`config.mk`:
```
export PLATFORM = sky130hd
export DESIGN_NAME = hazard_controller
export DESIGN_NICKNAME = d
export VERILOG_FILES = /design/src/rtl/hazard_controller.sv
export SDC_FILE = /design/constraint.sdc
export NUM_CORES = 1
export LEC_CHECK = 0
export ABC_AREA = 0
export BUFFER_PORTS_ARGS = -buffer_cell sky130_fd_sc_hd__buf_2
export CAP_MARGIN = 20
export CORE_MARGIN = 4
export CORE_UTILIZATION = 59
export CTS_BUF_LIST = sky130_fd_sc_hd__clkbuf_4 sky130_fd_sc_hd__clkbuf_8
export CTS_CLUSTER_DIAMETER = 150
export CTS_CLUSTER_SIZE = 16
export DETAILED_ROUTE_END_ITERATION = 16
export PLACE_DENSITY = 0.88
export SLEW_MARGIN = 40
export SYNTH_ARGS = -nofsm -noshare
export SYNTH_HDL_FRONTEND = slang
export SYNTH_SLANG_ARGS = --single-unit
```
`constraint.sdc`:
```
create_clock -name clk -period 9.4 [get_ports clk]
set_input_delay 2.82 -clock clk [delete_from_list [all_inputs] [get_ports clk]]
set_output_delay 2.82 -clock clk [all_outputs]
set_load 0.02 [all_outputs]
```
`src/rtl/hazard_controller.sv`:
```
// Pipeline hazard controller: load-use stalls, branch/jump flushes and saturating
// stall/flush performance counters for a 5-stage MIPS pipeline.
module hazard_controller #(
  parameter int unsigned LOAD_STALL_CYCLES = 1,
  parameter int unsigned FLUSH_CYCLES      = 2,
  parameter int unsigned CNT_WIDTH         = 16
) (
  input  logic                 clk,
  input  logic                 reset,
  input  logic                 IDEX_MemRead,
  input  logic [4:0]           IDEX_Rt,
  input  logic [4:0]           IFID_Rs,
  input  logic [4:0]           IFID_Rt,
  input  logic                 IFID_UsesRs,
  input  logic                 IFID_UsesRt,
  input  logic                 Jump_ID,
  input  logic                 JumpReg_ID,
  input  logic                 BranchTaken_EX,
  input  logic                 CountClear,
  output logic                 PCWrite,
  output logic                 IFID_Write,
  output logic                 IFID_Flush,
  output logic                 IDEX_Bubble,
  output logic [1:0]           HazardState,
  output logic [CNT_WIDTH-1:0] StallCount,
  output logic [CNT_WIDTH-1:0] FlushCount
);

  typedef enum logic [1:0] {
    StRun   = 2'd0,
    StStall = 2'd1,
    StFlush = 2'd2
  } state_e;

  localparam logic [3:0] StallRem = 4'(LOAD_STALL_CYCLES - 1);
  localparam logic [3:0] FlushRem = 4'(FLUSH_CYCLES - 1);

  state_e               state_q, state_d;
  logic [3:0]           rem_q, rem_d;
  logic [CNT_WIDTH-1:0] stall_cnt_q, stall_cnt_d;
  logic [CNT_WIDTH-1:0] flush_cnt_q, flush_cnt_d;
  logic                 load_use;
  logic                 stall_inc, flush_inc;

  assign load_use = IDEX_MemRead && (IDEX_Rt != 5'd0) &&
                    (((IDEX_Rt == IFID_Rs) && IFID_UsesRs) ||
                     ((IDEX_Rt == IFID_Rt) && IFID_UsesRt));

  always_comb begin
    state_d     = state_q;
    rem_d       = rem_q;
    PCWrite     = 1'b1;
    IFID_Write  = 1'b1;
    IFID_Flush  = 1'b0;
    IDEX_Bubble = 1'b0;
    stall_inc   = 1'b0;
    flush_inc   = 1'b0;
    if (state_q == StFlush) begin
      IFID_Flush  = 1'b1;
      IDEX_Bubble = 1'b1;
      rem_d       = rem_q - 4'd1;
      if (rem_q <= 4'd1) begin
        state_d = StRun;
        rem_d   = 4'd0;
      end
    end else if (BranchTaken_EX) begin
      // A taken branch also aborts any stall in progress.
      IFID_Flush  = 1'b1;
      IDEX_Bubble = 1'b1;
      flush_inc   = 1'b1;
      if (FLUSH_CYCLES > 1) begin
        state_d = StFlush;
        rem_d   = FlushRem;
      end else begin
        state_d = StRun;
        rem_d   = 4'd0;
      end
    end else if (state_q == StStall) begin
      PCWrite     = 1'b0;
      IFID_Write  = 1'b0;
      IDEX_Bubble = 1'b1;
      stall_inc   = 1'b1;
      rem_d       = rem_q - 4'd1;
      if (rem_q <= 4'd1) begin
        state_d = StRun;
        rem_d   = 4'd0;
      end
    end else if (load_use) begin
      PCWrite     = 1'b0;
      IFID_Write  = 1'b0;
      IDEX_Bubble = 1'b1;
      stall_inc   = 1'b1;
      if (LOAD_STALL_CYCLES > 1) begin
        state_d = StStall;
        rem_d   = StallRem;
      end
    end else if (Jump_ID || JumpReg_ID) begin
      IFID_Flush = 1'b1;
      flush_inc  = 1'b1;
    end
    if (!reset) begin
      PCWrite     = 1'b0;
      IFID_Write  = 1'b0;
      IFID_Flush  = 1'b1;
      IDEX_Bubble = 1'b1;
    end
  end

  always_comb begin
    stall_cnt_d = stall_cnt_q;
    flush_cnt_d = flush_cnt_q;
    if (CountClear) begin
      stall_cnt_d = '0;
      flush_cnt_d = '0;
    end else begin
      if (stall_inc && (stall_cnt_q != '1)) stall_cnt_d = stall_cnt_q + CNT_WIDTH'(1);
      if (flush_inc && (flush_cnt_q != '1)) flush_cnt_d = flush_cnt_q + CNT_WIDTH'(1);
    end
  end

  always_ff @(posedge clk or negedge reset) begin
    if (!reset) begin
      state_q     <= StRun;
      rem_q       <= 4'd0;
      stall_cnt_q <= '0;
      flush_cnt_q <= '0;
    end else begin
      state_q     <= state_d;
      rem_q       <= rem_d;
      stall_cnt_q <= stall_cnt_d;
      flush_cnt_q <= flush_cnt_d;
    end
  end

  assign HazardState = state_q;
  assign StallCount  = stall_cnt_q;
  assign FlushCount  = flush_cnt_q;

endmodule
```
==> results of run 1 <==
## state kept, by name, summed over array words and instances, names as in the netlist
| name | flops |
|---|---|
| StallCount | 16 |
| rem_q | 4 |
| HazardState | 2 |
| FlushCount | 16 |
## cells by family after synthesis
family / share of synthesized area, %
AND/OR/NAND/NOR: 23.5
AO/OA/AOI/OAI: 18.5
flip-flops: 41.3
buffers and inverters: 5.10
XOR/XNOR: 7.22
adder cells (fa/ha/maj): 3.04
multiplexers: 1.36
## power by group
group | switching, W | total [W] | internal [W]
clock network | 0.0000592 | 0.000137 | 0.0000781
registers | 0.0000240 | 0.000201 | 0.000177
logic | 0.0000790 | 0.000126 | 0.0000473
total | 0.000162 | 0.000465 | 0.000303
## how the worst min path moves through the flow
stage	from	endpoint	cells after the start
after global routing	rem_q[2]	rem_q[2]	1
after global placement	rem_q[2]	rem_q[2]	1
final	rem_q[2]	rem_q[2]	1
after CTS	rem_q[2]	rem_q[2]	1
after detailed placement	rem_q[3]	rem_q[3]	2
after floorplan	rem_q[2]	rem_q[2]	1
## cells in the final DEF (no fill, tap or decap), types with 2 or more instances in the layout
master,instances
nor2_1,20
buf_4,2
nand4_1,7
o31ai_1,3
clkbuf_8,5
maj3_1,2
or3_1,18
and2_1,2
o211ai_1,6
and3_1,5
and3_2,2
nand2_1,16
clkinv_2,2
a21oi_1,21
nand3_1,19
or4_1,5
xnor2_1,12
o2111ai_1,3
a31oi_1,2
dfrtp_1,38
or2_2,3
mux2i_1,2
o21ai_0,21
o21ai_2,2
xor2_1,7
nor3_1,5
buf_2,60
ha_1,4
inv_1,11
## routing by layer
metal	vias to the layer above	global-route usage [%]	routed length [um]	part of all wire, %
li1	1065	-	-	-
met1	1055	29.2	2350	43
met2	47	38.9	2840	52
met3	7	6.19	253	4.6
met4	0	6.60	50	0.91
met5	-	0	0	0
## stage by stage
| step | std cells | hold slack, ns | setup WS (ns) | power [W] |
|---|---|---|---|---|
| 6_report | 368 | 0.552 | 2.05 | 0.000465 |
| 5_1_grt | 368 | 0.587 | 1.96 | 0.000492 |
| 4_1_cts | 368 | 0.551 | 2.04 | 0.000466 |
| 3_5_place_dp | 360 | 0.538 | 2.04 | 0.000327 |
| 3_3_place_gp | 360 | 0.503 | 2.08 | 0.000321 |
| 2_1_floorplan | 259 | 0.475 | 2.29 | 0.000293 |
## worst max-delay path, stage by stage
cell	delay, ns
buf_2	0.12
or4_1	0.53
o21ai_2	0.16
inv_2	0.07
nand2_1	0.10
o21ai_0	0.11
maj3_1	0.37
nand3_1	0.09
buf_2	0.17
## area by class of cell
| class | instances | area share, % |
|---|---|---|
| Multi-Input combinational cell | 200 | 45.6 |
| Clock buffer | 5 | 2.53 |
| Inverter | 12 | 1.66 |
| Sequential cell | 38 | 35.0 |
| Tap cell | 48 | 2.21 |
| Timing Repair Buffer | 62 | 11.6 |
| Clock inverter | 3 | 1.47 |
## cells in the mapped netlist, types with 2 or more instances
master     count
or3_1         18
a21oi_1       22
dfrtp_1       38
clkbuf_1       2
o21ai_0       21
xor2_1         7
xnor2_1       12
nand4_1        7
o211ai_1       6
o21ai_2        2
mux2i_1        2
nand2_1       16
o31ai_1        3
buf_4          2
nor3_1         5
nor2_1        20
maj3_1         2
nand3_1       19
a31oi_1        2
or2_2          3
inv_1         11
and3_2         2
or4_1          5
and3_1         5
and2_1         2
o2111ai_1      3
buf_6          2
ha_1           4
==> reports/metrics.yaml, run 1 <==
clock_tree:
  cts.sinks: 38
  cts_tree: "built"
  ctsResizeCount: 0
  cts.hold.buffers_added: 0
  post_cts_buffers: 0
  clkTransAtPathRegs_ns: 0.08
  cts-htree-levels: 2
  cts_buffer_depth: 2
  clk_latency_ns: 0.29
  cts_buffers: 5
  cts_root_buf: "clkbuf_8"
power_and_ir_drop:
  vdd_ir_drop_max_v: 0.0000980
  power_density_nw_per_um2: 171
  p_leak_nw: 1.26
final_layout:
  syn_to_final_growth_pct: 18.0
  layout-drive-gt1-share_pct: 25.6
  diodes: 0
  nets: 347
  register_area_sq_um: 951
  utilization_pct: 73.2
  multi_input_area_sq_um: 1240
  stdcell_area_sq_um: 2720
  nFillCells: 318
grt:
  grt_max_degree: 42
  track_usage_pct: 23.1
  grt_pass1_vias: 2093
  grt-ovfl-total: 0
  grt_pass1_wl_mm: 9.35
  antenna_found_initial: 0
synth:
  syn-num-nets: 287
  synth_top_area_share_pct: 41.3
  synth_edf_count: 0
  async_flop_share_pct: 100
  ys.warnings.count: 0
  synth_area_sq_um: 2300
  netlist_top_cells_area: "dfrtp_1 41%, or3_1 4.9%, a21oi_1 4.8%, o21ai_0 4.6%, xnor2_1 4.6%"
  ys_seq_area_share_pct: 41.3
  syn_avg_cell_area_sq_um: 8.90
  ys_ff_latch: 38
  yosysUniqueCellTypes: 44
  synthFlopType: "dfrtp_1"
  syn_inst: 259
  synth.largest_area_cell: "dfrtp_1"
worst_setup_path:
  worstSetupEndpoint: "IFID_Flush"
  reg2reg_depth: 9
  crit_start: "IDEX_Rt[1]"
  worst-endpoint-arrival_ns: 4.53
  crit_type: "in -> out"
  rr_endpoint: "StallCount[1]"
  crit_path_end_kind: "primary output"
  worstReg2RegStart: "StallCount[0]"
  required_ns: 6.58
  rrSetupSlack_ns: 7.17
  start_kind: "input pin"
  crit_fanout: 3
floorplanning:
  dieArea_sq_um: 4970
  pin_count: 62
  initial_core_util_pct: 62.0
  die_x_um: 70.5
  fp.dieH_um: 70.5
  coreArea_sq_um: 3720
  fp-row-count: 22
sta:
  skew_ns: 0.00387
  tightest_slew_ns: 0.633
  fin_tns_setup_ns: 0
  finalCritPeriodShare_pct: 78.2
  drv_slew: 0
  grt_setup_unrepaired: "no"
  maxSlewHeadroom_pct: 57.4
  hold_viol: 0
  setup_viol: 0
  finalCriticalPeriod_ns: 7.35
  max_freq_ghz: 0.136
routing:
  routed_wl_mm: 5.49
  vias_per_cell: 5.91
  drc: 0
  drtIter0Drc: 159
  avgRoutedWirePerCell_um: 14.9
  num_vias: 2174
  detailedRoute.firstPassIterationCount: 4
  ant_nets: 0
placement:
  gp_congestion: 0.794
  io_buffers: 61
  place_area_sq_um: 2610
  place_hpwl_mm: 3.96
flow_run:
  drv_cap: 0
min_path:
  hold_path.class: "reg -> reg"
run_status:
  outcome: "complete, no violations"
Power figures use the tool's default switching activity.
==> run 2, diff against run 1 <==
- CORE_UTILIZATION: 59 -> 54
- PLACE_DENSITY: 0.88 -> 0.82
- clock period: 9.4 -> 7.3 ns (I/O delays scaled with it)
==> run 2 against run 1 <==
  * First-iteration DRC count decreased by 2.5%
  * Via count decreased by 1.0%
  * Setup slack got worse by 0.82 ns
  * Sequential share of layout area increased by 0.24 points
  * Critical endpoint unchanged
==> reports/metrics.yaml, run 2 (synthesis results as in run 1) <==
power_and_ir_drop:
  pwr-share-clk_pct: 25.9
  swShare_pct: 35.7
  power_density_nw_per_um2: 208
  power_switching_w: 0.000201
  p_leak_nw: 1.25
  comb_power_share_pct: 28.2
  fin_total_pwr_w: 0.000563
  internal_power_w: 0.000362
  vdd_ir_drop_max_v: 0.000168
  pwr-share-seq_pct: 45.9
placement:
  gp_congestion: 0.757
  place_area_sq_um: 2620
  io_buffers: 61
  place_hpwl_mm: 3.97
  dp_slack_ns: 1.22
floorplanning:
  fp.dieH_um: 73.3
  coreArea_sq_um: 4060
  dieArea_sq_um: 5380
  pin_count: 62
  die_x_um: 73.3
  initial_core_util_pct: 56.8
  fp-row-count: 23
final_layout:
  utilization_pct: 66.6
  nFillCells: 342
  stdcell_area_sq_um: 2700
  mostFrequentLayoutCells: "61 x buf_2, 38 x dfrtp_1, 21 x o21ai_0, 21 x a21oi_1, 20 x nor2_1"
  syn_to_final_growth_pct: 17.2
  layout-drive-gt1-share_pct: 25.4
  layout_commonest_cell: "buf_2"
  nets: 348
  diodes: 0
routing:
  ant_nets: 0
  routed_wl_mm: 5.36
  num_vias: 2152
  avgRoutedWirePerCell_um: 14.5
  drtIter0Drc: 155
  vias_per_cell: 5.83
  detailedRoute.firstPassIterationCount: 4
  drc: 0
clock_tree:
  cts_root_buf: "clkbuf_8"
  cts_buffers: 5
  cts-htree-levels: 2
  clk_latency_ns: 0.29
  cts.hold.buffers_added: 0
  ctsResizeCount: 0
  cts_tree: "built"
  cts.sinks: 38
  post_cts_buffers: 0
  clkTransAtPathRegs_ns: 0.08
  cts_buffer_depth: 2
grt:
  grt_max_degree: 34
  grt-ovfl-total: 0
  track_usage_pct: 21.2
  antenna_found_initial: 0
  grt_pass1_vias: 1962
  grt_pass1_wl_mm: 9.11
worst_setup_path:
  crit_type: "in -> out"
  start_kind: "input pin"
  crit_family: "simple AND/OR/NAND/NOR gates"
  crit_buf_inv: 3
  crit_chain: "buf_2, or4_1, o21ai_2, inv_2, nand2_1, o21ai_0, maj3_1, nand3_1, buf_2"
  crit_fanout: 3
  crit_path_end_kind: "primary output"
  crit_top_cell: "buf_2"
  critPathSlowestCell: "or4_1"
  cpPeakStageDelay_ns: 0.54
  worst-endpoint-arrival_ns: 3.88
  required_ns: 5.11
sta:
  maxSlewHeadroom_pct: 54.3
  grt_setup_unrepaired: "no"
  skew_ns: 0.00657
  hold_viol: 0
  tightest_slew_ns: 0.681
  max_freq_ghz: 0.165
  setup_viol: 0
  finalCritPeriodShare_pct: 83.2
  drv_slew: 0
  timing.final.ws_setup_ns: 1.23
  finalCriticalPeriod_ns: 6.07
  fin_tns_setup_ns: 0
run_status:
  outcome: "complete, no violations"
min_path:
  hold_path.class: "reg -> reg"
flow_run:
  drv_cap: 0
[run 2: cell count changes in the layout (fill, tap and decap cells not counted)]
cell / delta
clkinv_2: -2
buf_2: +1
bufinv_16: -1
clkbuf_8: +1
[run 2: worst reg2reg max path, cell delays in order (launching register included)]
cell and delay [ns]:
dfrtp_1 0.63, xor2_1 0.20, a211oi_4 0.47, o21ai_0 0.23
nor3_1 0.21, mux2_2 0.36
[run 2: worst paths after layout]
check	cells after the start	startpoint	slack (ns)	end
setup / recovery	9	IDEX_Rt[1]	1.23	IFID_Flush
hold / removal	1	rem_q[2]	0.52	rem_q[2]
setup reg to reg	5	HazardState[1]	5.09	FlushCount[10]
hold reg to reg	1	rem_q[2]	0.52	rem_q[2]
max in group asynchronous	2	reset	4.84	FlushCount[14]
min in group asynchronous	1	reset	1.79	HazardState[1]
[run 2: area by class of cell]
type                            instances  area, sq um  area share, %
Multi-Input combinational cell        200         1240           45.9
Inverter                               12         45.0           1.67
Timing Repair Buffer                   63          320           11.9
Sequential cell                        38          951           35.2
Clock buffer                            6         82.6           3.06
Tap cell                               50         62.6           2.32
[run 2: per-layer routing]
metal / track usage [%] / up-vias / part of all wire, %
met2: 35.6 / 41 / 51
met1: 28.4 / 1035 / 44
met5: 0 / - / 0
li1: - / 1068 / -
met3: 3.28 / 8 / 4.1
met4: 6.04 / 0 / 0.99
[run 2: stage by stage]
stage                     cells  hold slack (ns)
final                       369            0.525
after global routing        369            0.569
after CTS                   369            0.525
after detailed placement    363            0.517
after global placement      363            0.509
after floorplan             259            0.475
[run 2: power groups by stage]
stage	registers (W)	clock network, W	logic, W
2_1_floorplan	0.000261	0	0.000116
3_3_place_gp	0.000261	0	0.000154
3_5_place_dp	0.000261	0	0.000158
4_1_cts	0.000257	0.000147	0.000159
5_1_grt	0.000262	0.000156	0.000176
6_report	0.000258	0.000146	0.000159
